`src/rtl/exe_mem_if.sv`:
```
// Execute-to-memory bundle: execute-side inputs, memory-side outputs and the
// architectural condition codes exported by the stage.
interface exe_mem_if #(
    parameter int W = 64
);
    logic         e_valid;
    logic         e_ready;
    logic         e_bubble;
    logic         e_cc_en;
    logic [3:0]   e_icode;
    logic [3:0]   e_ifun;
    logic [W-1:0] e_valE;
    logic         e_of;
    logic [W-1:0] e_valA;
    logic [3:0]   e_dstE;
    logic [3:0]   e_dstM;
    logic         m_ready;
    logic         m_valid;
    logic [3:0]   m_icode;
    logic         m_cnd;
    logic [W-1:0] m_valE;
    logic [W-1:0] m_valA;
    logic [3:0]   m_dstE;
    logic [3:0]   m_dstM;
    logic         cc_zf;
    logic         cc_sf;
    logic         cc_of;

    // Upstream driver / downstream consumer side (testbench or neighbours).
    modport master (
        output e_valid, e_bubble, e_cc_en, e_icode, e_ifun, e_valE, e_of,
               e_valA, e_dstE, e_dstM, m_ready,
        input  e_ready, m_valid, m_icode, m_cnd, m_valE, m_valA, m_dstE,
               m_dstM, cc_zf, cc_sf, cc_of
    );

    // The pipeline stage itself.
    modport slave (
        input  e_valid, e_bubble, e_cc_en, e_icode, e_ifun, e_valE, e_of,
               e_valA, e_dstE, e_dstM, m_ready,
        output e_ready, m_valid, m_icode, m_cnd, m_valE, m_valA, m_dstE,
               m_dstM, cc_zf, cc_sf, cc_of
    );
endinterface

```
`src/rtl/exe_mem_stage.sv`:
```
// Execute-to-memory pipeline register. Captures the ALU result, owns the
// ZF/SF/OF condition codes, evaluates the branch/cmov condition against the
// flags as they stood before this cycle's update, and hands the bundle to the
// memory stage under valid/ready with stall and bubble support.
module exe_mem_stage #(
    parameter int         W          = 64,
    parameter logic [3:0] RNONE      = 4'hF,
    parameter logic [3:0] NOP_ICODE  = 4'h1,
    parameter logic [3:0] OPQ_ICODE  = 4'h6,
    parameter logic [3:0] CMOV_ICODE = 4'h2,
    parameter logic [3:0] JXX_ICODE  = 4'h7
) (
    input  logic      clk,
    input  logic      rst_n,
    exe_mem_if.slave  bus
);

    logic         m_valid_q, m_valid_d;
    logic [3:0]   m_icode_q, m_icode_d;
    logic         m_cnd_q,   m_cnd_d;
    logic [W-1:0] m_valE_q,  m_valE_d;
    logic [W-1:0] m_valA_q,  m_valA_d;
    logic [3:0]   m_dstE_q,  m_dstE_d;
    logic [3:0]   m_dstM_q,  m_dstM_d;
    logic         cc_zf_q,   cc_zf_d;
    logic         cc_sf_q,   cc_sf_d;
    logic         cc_of_q,   cc_of_d;

    logic         e_ready;
    logic         cond;
    logic         lt;

    // The register can take a new bundle whenever it is empty or being drained.
    assign e_ready = ~m_valid_q | bus.m_ready;

    // Condition outcome from the flags currently held (pre-update).
    always_comb begin
        lt   = cc_sf_q ^ cc_of_q;
        cond = 1'b0;
        case (bus.e_ifun)
            4'd0:    cond = 1'b1;
            4'd1:    cond = lt | cc_zf_q;
            4'd2:    cond = lt;
            4'd3:    cond = cc_zf_q;
            4'd4:    cond = ~cc_zf_q;
            4'd5:    cond = ~lt;
            4'd6:    cond = ~lt & ~cc_zf_q;
            default: cond = 1'b0;
        endcase
    end

    // Next-state: hold by default; load bubble, bundle or empty slot when ready.
    always_comb begin
        m_valid_d = m_valid_q;
        m_icode_d = m_icode_q;
        m_cnd_d   = m_cnd_q;
        m_valE_d  = m_valE_q;
        m_valA_d  = m_valA_q;
        m_dstE_d  = m_dstE_q;
        m_dstM_d  = m_dstM_q;
        cc_zf_d   = cc_zf_q;
        cc_sf_d   = cc_sf_q;
        cc_of_d   = cc_of_q;

        if (e_ready) begin
            if (bus.e_bubble) begin
                // Squash: insert the same NOP bundle that reset produces.
                m_valid_d = 1'b0;
                m_icode_d = NOP_ICODE;
                m_cnd_d   = 1'b0;
                m_valE_d  = '0;
                m_valA_d  = '0;
                m_dstE_d  = RNONE;
                m_dstM_d  = RNONE;
            end else if (bus.e_valid) begin
                m_valid_d = 1'b1;
                m_icode_d = bus.e_icode;
                m_valE_d  = bus.e_valE;
                m_valA_d  = bus.e_valA;
                m_dstM_d  = bus.e_dstM;
                if ((bus.e_icode == CMOV_ICODE) || (bus.e_icode == JXX_ICODE)) begin
                    m_cnd_d = cond;
                end else begin
                    m_cnd_d = 1'b1;
                end
                // An untaken cmov must not write its destination.
                if ((bus.e_icode == CMOV_ICODE) && !cond) begin
                    m_dstE_d = RNONE;
                end else begin
                    m_dstE_d = bus.e_dstE;
                end
                if ((bus.e_icode == OPQ_ICODE) && bus.e_cc_en) begin
                    cc_zf_d = (bus.e_valE == '0);
                    cc_sf_d = bus.e_valE[W-1];
                    cc_of_d = bus.e_of;
                end
            end else begin
                m_valid_d = 1'b0;
            end
        end
    end

    // State register with synchronous active-low reset to the NOP bundle.
    always_ff @(posedge clk) begin
        if (!rst_n) begin
            m_valid_q <= 1'b0;
            m_icode_q <= NOP_ICODE;
            m_cnd_q   <= 1'b0;
            m_valE_q  <= '0;
            m_valA_q  <= '0;
            m_dstE_q  <= RNONE;
            m_dstM_q  <= RNONE;
            cc_zf_q   <= 1'b1;
            cc_sf_q   <= 1'b0;
            cc_of_q   <= 1'b0;
        end else begin
            m_valid_q <= m_valid_d;
            m_icode_q <= m_icode_d;
            m_cnd_q   <= m_cnd_d;
            m_valE_q  <= m_valE_d;
            m_valA_q  <= m_valA_d;
            m_dstE_q  <= m_dstE_d;
            m_dstM_q  <= m_dstM_d;
            cc_zf_q   <= cc_zf_d;
            cc_sf_q   <= cc_sf_d;
            cc_of_q   <= cc_of_d;
        end
    end

    assign bus.e_ready = e_ready;
    assign bus.m_valid = m_valid_q;
    assign bus.m_icode = m_icode_q;
    assign bus.m_cnd   = m_cnd_q;
    assign bus.m_valE  = m_valE_q;
    assign bus.m_valA  = m_valA_q;
    assign bus.m_dstE  = m_dstE_q;
    assign bus.m_dstM  = m_dstM_q;
    assign bus.cc_zf   = cc_zf_q;
    assign bus.cc_sf   = cc_sf_q;
    assign bus.cc_of   = cc_of_q;

endmodule

```
`src/flat_wrapper.sv`:
```
// flat-port wrapper written by rule: the top's interface ports become plain ports
module exe_mem_stage_flat 
#(
    parameter int         W          = 64,
    parameter logic [3:0] RNONE      = 4'hF,
    parameter logic [3:0] NOP_ICODE  = 4'h1,
    parameter logic [3:0] OPQ_ICODE  = 4'h6,
    parameter logic [3:0] CMOV_ICODE = 4'h2,
    parameter logic [3:0] JXX_ICODE  = 4'h7
)
  (clk, rst_n, bus_e_valid, bus_e_bubble, bus_e_cc_en, bus_e_icode, bus_e_ifun, bus_e_valE, bus_e_of, bus_e_valA, bus_e_dstE, bus_e_dstM, bus_m_ready, bus_e_ready, bus_m_valid, bus_m_icode, bus_m_cnd, bus_m_valE, bus_m_valA, bus_m_dstE, bus_m_dstM, bus_cc_zf, bus_cc_sf, bus_cc_of);
  exe_mem_if #(.W(W)) bus_i ();
  input  logic clk;
  input  logic rst_n;
  input wire logic [$bits(bus_i.e_valid)-1:0] bus_e_valid;
  input wire logic [$bits(bus_i.e_bubble)-1:0] bus_e_bubble;
  input wire logic [$bits(bus_i.e_cc_en)-1:0] bus_e_cc_en;
  input wire logic [$bits(bus_i.e_icode)-1:0] bus_e_icode;
  input wire logic [$bits(bus_i.e_ifun)-1:0] bus_e_ifun;
  input wire logic [$bits(bus_i.e_valE)-1:0] bus_e_valE;
  input wire logic [$bits(bus_i.e_of)-1:0] bus_e_of;
  input wire logic [$bits(bus_i.e_valA)-1:0] bus_e_valA;
  input wire logic [$bits(bus_i.e_dstE)-1:0] bus_e_dstE;
  input wire logic [$bits(bus_i.e_dstM)-1:0] bus_e_dstM;
  input wire logic [$bits(bus_i.m_ready)-1:0] bus_m_ready;
  output wire logic [$bits(bus_i.e_ready)-1:0] bus_e_ready;
  output wire logic [$bits(bus_i.m_valid)-1:0] bus_m_valid;
  output wire logic [$bits(bus_i.m_icode)-1:0] bus_m_icode;
  output wire logic [$bits(bus_i.m_cnd)-1:0] bus_m_cnd;
  output wire logic [$bits(bus_i.m_valE)-1:0] bus_m_valE;
  output wire logic [$bits(bus_i.m_valA)-1:0] bus_m_valA;
  output wire logic [$bits(bus_i.m_dstE)-1:0] bus_m_dstE;
  output wire logic [$bits(bus_i.m_dstM)-1:0] bus_m_dstM;
  output wire logic [$bits(bus_i.cc_zf)-1:0] bus_cc_zf;
  output wire logic [$bits(bus_i.cc_sf)-1:0] bus_cc_sf;
  output wire logic [$bits(bus_i.cc_of)-1:0] bus_cc_of;
  assign bus_i.e_valid = bus_e_valid;
  assign bus_i.e_bubble = bus_e_bubble;
  assign bus_i.e_cc_en = bus_e_cc_en;
  assign bus_i.e_icode = bus_e_icode;
  assign bus_i.e_ifun = bus_e_ifun;
  assign bus_i.e_valE = bus_e_valE;
  assign bus_i.e_of = bus_e_of;
  assign bus_i.e_valA = bus_e_valA;
  assign bus_i.e_dstE = bus_e_dstE;
  assign bus_i.e_dstM = bus_e_dstM;
  assign bus_i.m_ready = bus_m_ready;
  assign bus_e_ready = bus_i.e_ready;
  assign bus_m_valid = bus_i.m_valid;
  assign bus_m_icode = bus_i.m_icode;
  assign bus_m_cnd = bus_i.m_cnd;
  assign bus_m_valE = bus_i.m_valE;
  assign bus_m_valA = bus_i.m_valA;
  assign bus_m_dstE = bus_i.m_dstE;
  assign bus_m_dstM = bus_i.m_dstM;
  assign bus_cc_zf = bus_i.cc_zf;
  assign bus_cc_sf = bus_i.cc_sf;
  assign bus_cc_of = bus_i.cc_of;
  exe_mem_stage #(.W(W), .RNONE(RNONE), .NOP_ICODE(NOP_ICODE), .OPQ_ICODE(OPQ_ICODE), .CMOV_ICODE(CMOV_ICODE), .JXX_ICODE(JXX_ICODE)) u_core (.clk(clk), .rst_n(rst_n), .bus(bus_i));
endmodule
```
`config.mk`:
```
export PLATFORM = sky130hd
export DESIGN_NAME = exe_mem_stage_flat
export DESIGN_NICKNAME = d
export VERILOG_FILES = /design/src/rtl/exe_mem_if.sv /design/src/rtl/exe_mem_stage.sv /design/src/flat_wrapper.sv
export SDC_FILE = /design/constraint.sdc
export NUM_CORES = 1
export LEC_CHECK = 0
export ABC_CLOCK_PERIOD_IN_PS = 4730
export BUFFER_PORTS_ARGS = -buffer_cell sky130_fd_sc_hd__buf_2
export CORE_AREA = 2 2 106 133
export DETAILED_ROUTE_END_ITERATION = 6
export DIE_AREA = 0 0 108 135
export PLACE_DENSITY = 0.83
export SYNTH_ARGS = -nofsm -noshare
export SYNTH_HDL_FRONTEND = slang
export SYNTH_SLANG_ARGS = --single-unit
```
`constraint.sdc`:
```
create_clock -name clk -period 4.73 [get_ports clk]
set_clock_uncertainty 0.2 [all_clocks]
set_input_delay 0.473 -clock clk [delete_from_list [all_inputs] [get_ports clk]]
set_output_delay 0.473 -clock clk [all_outputs]
set_load 0.01 [all_outputs]
```
* Word-level counts from Yosys, hierarchy flattened
Index checks and enable logic that the tools add are counted.
** Word-level totals
- Output and inout bits :: 146
- Bits in registers :: 145
- Latch bits :: 0
- Word-level logic and storage cells :: 53
- Memory bits (read-only) :: 0
- Memory bits (writable) :: 0
- Memories :: 0
- Input bits :: 151
** Cells by class
- $mul :: 0
- Reductions and logical operators :: 9
- Muxes and demuxes :: 17
- Equal/unequal tests :: 9
- $add $sub $neg :: 0
- Magnitude comparators :: 0
- Shifts and indexed selects :: 0
- Div/mod/pow operators :: 0
- Bitwise gates (word level) :: 8
** Operators with widths (number)
- $mux W64 :: 4
- $logic_not A64 Y1 :: 1
- $mux W4 :: 7
- $eq A4 B3 Y1 const B :: 5
- $eq A4 B2 Y1 const B :: 3
- $pmux W1 S7 :: 1
- $mux W1 :: 5
- $eq A4 B1 Y1 const B :: 1
- $logic_not A4 Y1 :: 1
- $not A1 Y1 :: 4
- $reduce_and A4 Y1 :: 1
- $logic_and A1 B1 Y1 :: 2
- $or A1 B1 Y1 :: 2
- $reduce_and A2 Y1 :: 1
- $reduce_bool A2 Y1 :: 1
- $and A1 B1 Y1 :: 1
- $logic_not A1 Y1 :: 1
- $logic_or A1 B1 Y1 :: 1
- $xor A1 B1 Y1 :: 1

* Depth between registers and ports, before layout
- Depth in word-level cells :: 9
- Depth in mapped cells :: 8
- Mapped depth without buffers :: 5

* Worst setup path after synthesis
No wires, ideal clock.
- Path type :: in2reg
- Start point :: input bus_m_ready
- End point :: register u_core.m_valA_q[0] (netlist: u_core.bus.m_valA[0])
- Data required time :: 4412 ps
- Path buffers :: 3
- Arrival :: 1481 ps
- Cell stages on the path :: 8
- Slack :: 2931 ps
- Cell sequence :: nor2b_2 -> inv_2 -> and2_1 -> buf_2 -> buf_6 -> buf_6 -> a22oi_1 -> nor2b_1
** Between the ends
- Cells in the longest elaborated chain, start to end :: 2
** Ends and longest elaborated chain
- start, declared :: RTL line flat_wrapper.sv:25 : input wire logic [$bits(bus_i.m_ready)-1:0] bus_m_ready;
- $or A1 B1 Y1 :: RTL line exe_mem_stage.sv:34 : assign e_ready = ~m_valid_q | bus.m_ready;
- named net bus_e_ready :: RTL line flat_wrapper.sv:26 : output wire logic [$bits(bus_i.e_ready)-1:0] bus_e_ready;
- $reduce_and A2 Y1 (no source line)
- end signal, assigned :: RTL line exe_mem_stage.sv:121 : m_valA_q <= m_valA_d;
- end, declared :: RTL line exe_mem_stage.sv:22 : logic [W-1:0] m_valA_q, m_valA_d;
The timed path passes the listed nets, and every way through them passes these cells.
A chain may end at the register's enable or synchronous reset.

* Worst setup path after layout
- Start point :: register u_core.m_valid_q (netlist: u_core.bus.m_valid)
- End point :: register u_core.m_valE_q[59] (netlist: u_core.bus.m_valE[59])
** Between the ends
- Cells in the longest elaborated chain, start to end :: 3
** Ends and longest elaborated chain
- start, declared :: RTL line exe_mem_stage.sv:18 : logic m_valid_q, m_valid_d;
- start signal, assigned :: RTL line exe_mem_stage.sv:117 : m_valid_q <= m_valid_d;
- $not A1 Y1 :: RTL line exe_mem_stage.sv:34
- $or A1 B1 Y1 :: RTL line exe_mem_stage.sv:34
- $reduce_and A2 Y1 (no source line)
- end signal, assigned :: RTL line exe_mem_stage.sv:120 : m_valE_q <= m_valE_d;
- end, declared :: RTL line exe_mem_stage.sv:21 : logic [W-1:0] m_valE_q, m_valE_d;
No other way between the ends.

==> flow_metrics.tcl <==
set metrics [dict create \
    ys_seq_area_share_pct 53.1 \
    grt_antenna_before_repair 0 \
    die_w_um 108 \
    yosys_warnings 0 \
    crit_start "u_core.bus.m_valid" \
    dr.pass1.iters 5 \
    port_buffers 296 \
    outcome "finished, final reports clean" \
    synth_cell_types 38 \
    grt_overflow 0 \
    cp-endpoint "u_core.bus.m_valE[59]" \
    htreeDepth 4 \
    fin_crit_sh_pct 46.2 \
    utilization_pct 57.1 \
    synth.cell_area_mm2 0.00547 \
    setup.worst_path.end_class "flop" \
    grt_pass1_wl_um 23500 \
    worst_pin_slew_ns 0.706 \
    hp-class "input port to flop" \
    max_slew_margin_pct 53.0 \
    p_per_area_mw_per_mm2 391 \
    clock-sinks 145 \
    worstRegToRegCells 6 \
    drc 0 \
    layout_min_cycle_time_ns 2.19 \
    dieHeight_um 135 \
    numCtsBuffers 17 \
    diodes 0 \
    post_cts_buffers 0 \
    layout-drive-gt1-share_pct 41.3 \
    num_vias 5162 \
    synth_cells 529 \
    core_mm2 0.0132 \
    cp.required_ns 4.87 \
    syn2layout_area_growth_pct 38.2 \
    dieArea_mm2 0.0146 \
    hold_viol 0 \
    maxCapViolations 0 \
    cts_buffer_depth 2 \
    ctsResizeCount 0 \
    r2r_start "u_core.bus.m_valid" \
    grt_max_degree 75 \
    leakagePower_nw 3.38 \
    grt_use_total_pct 20.2 \
    start_util_pct 41.3 \
    hpwl_um 11100 \
    vdd_drop_max_mv 0.195 \
    wire_per_inst_um 15.9 \
    rsz0062_at_grt "false" \
    hold_buffers 0 \
    clk_root_buffer_cell "clkbuf_16" \
    wirelength_um 15600 \
    rows 47 \
    crit_type "flop to flop" \
    drv_slew 0 \
    ioPinCount 297 \
    clkTransAtPathRegs_ns 0.06 \
    cts_tree "done" \
    nets 955 \
    grt_pass1_vias 4822 \
    worstPathArrival_ns 2.32 \
    clock_latency_ns 0.41 \
    final.setup.tns_ns 0 \
    syn-num-nets 680 \
    avgViaCountPerCell 5.24 \
    routabilityCongestion 0.817 \
    r2r-end "u_core.bus.m_valE[59]" \
    most-common-layout-cells "buf_2 (295), dfxtp_1 (145), nor2b_1 (132), a22oi_1 (131), clkbuf_16 (17)" \
    startpoint_type "flop" \
    fmax_mhz 457 \
    setup_viol 0 \
    synth-seq-cells 145 \
    r2r_setup_slack_ns 2.54 \
    drt_iter0_markers 332 \
    postSynthAreaPerCell_um2 10.3 \
    drtAntennaViolNets 0 \
    final_common_cell "buf_2" \
    crit_fanout 51 \
]
sequential cells by signal (all words and copies together), names as in the netlist:
register and count:
u_core.bus.m_icode 4, u_core.bus.cc_of 1, u_core.bus.cc_sf 1, u_core.bus.m_cnd 1
u_core.bus.m_valid 1, u_core.bus.m_valE 64, u_core.bus.m_valA 64, u_core.bus.m_dstE 4
u_core.bus.m_dstM 4, u_core.bus.cc_zf 1
metrics by stage:
step | power, mW | cells | setup WS, ns | hold WS [ns] | area, µm²
3_5_place_dp | 1.62 | 956 | 2.30 | 0.259 | 6960
2_1_floorplan | 1.48 | 529 | 2.93 | 0.313 | 5470
4_1_cts | 2.98 | 986 | 2.57 | 0.0817 | 7560
6_report | 2.95 | 986 | 2.54 | 0.0996 | 7560
5_1_grt | 3.07 | 986 | 2.39 | 0.104 | 7560
3_3_place_gp | 1.61 | 956 | 2.35 | 0.248 | 6960
Yosys cell counts (all sizes together):
cell type  number  area, µm²
a21o            1       7.51
and4bb          1       12.5
mux2            1       11.3
buf            23        171
o211a           1       10.0
nor2b         133        835
o31a            1       8.76
or2b            1       7.51
or4             2       15.0
and4            1       8.76
xnor2           1       8.76
and2b           1       10.0
a22oi         131        983
a31oi           5       31.3
clkbuf         22       82.6
o21a            1       7.51
o311a           2       20.0
or4b            1       10.0
nand2           6       22.5
nand4           5       37.5
and2            2       12.5
o21ai           4       23.8
a21boi          1       7.51
o22ai           9       56.3
and3            1       6.26
nor4           15       93.8
nor2            2       7.51
dfxtp         145       2900
mux2i           2       20.0
inv             6       22.5
xor2            1       8.76
nand3b          1       7.51
critical path, stage by stage, from the launching register on:
cell,delay [ns]
dfxtp_1,0.30
nor2b_2,0.17
inv_2,0.14
and2_4,0.42
buf_4,0.52
a22oi_1,0.18
nor2b_1,0.15
worst min path at each step:
stage | startpoint | depth (start not counted) | to
2_1_floorplan | u_core.bus.m_dstM[0] | 2 | u_core.bus.m_dstM[0]
3_3_place_gp | u_core.bus.m_dstM[0] | 2 | u_core.bus.m_dstM[0]
3_5_place_dp | u_core.bus.m_dstM[3] | 2 | u_core.bus.m_dstM[3]
4_1_cts | bus_e_dstM[2] | 3 | u_core.bus.m_dstM[2]
5_1_grt | bus_e_dstM[3] | 3 | u_core.bus.m_dstM[3]
6_report | bus_e_dstM[2] | 3 | u_core.bus.m_dstM[2]
power by group:
group          leakage, nW  switching [mW]  total [mW]  internal (mW)
combinational         1.91           0.164       0.305          0.141
sequential            1.18          0.0214        1.29           1.26
clock                0.286           0.518        1.36          0.844
total                 3.38           0.703        2.95           2.25
final cells by class:
type                    count  area (µm²)
clock buffers              19         443
clock inverters            11         154
fillers                  1194        5670
inverters                   6        22.5
multi-input cells         333        2300
flip-flops and latches    145        2900
well taps                 171         214
repair buffers            301        1520
cell families after synthesis:
family / after synthesis / synth area share (%)
mux: 3 / 0.572
simple gates: 172 / 19.9
buf+inv: 51 / 5.05
xor+xnor: 2 / 0.320
flops: 145 / 53.1
compound gates: 156 / 21.1
metal layers:
| layer | wire (µm) | vias up | part of all wire, % | global-route usage [%] |
|---|---|---|---|---|
| met5 | 0 | - | 0 | 0 |
| met4 | 310 | 0 | 2.0 | 7.91 |
| met3 | 1180 | 25 | 7.5 | 5.41 |
| met2 | 7730 | 247 | 49 | 34.5 |
| met1 | 6420 | 2411 | 41 | 24.2 |
| li1 | - | 2479 | - | - |
Note: power is estimated with default switching activity, not from simulation.
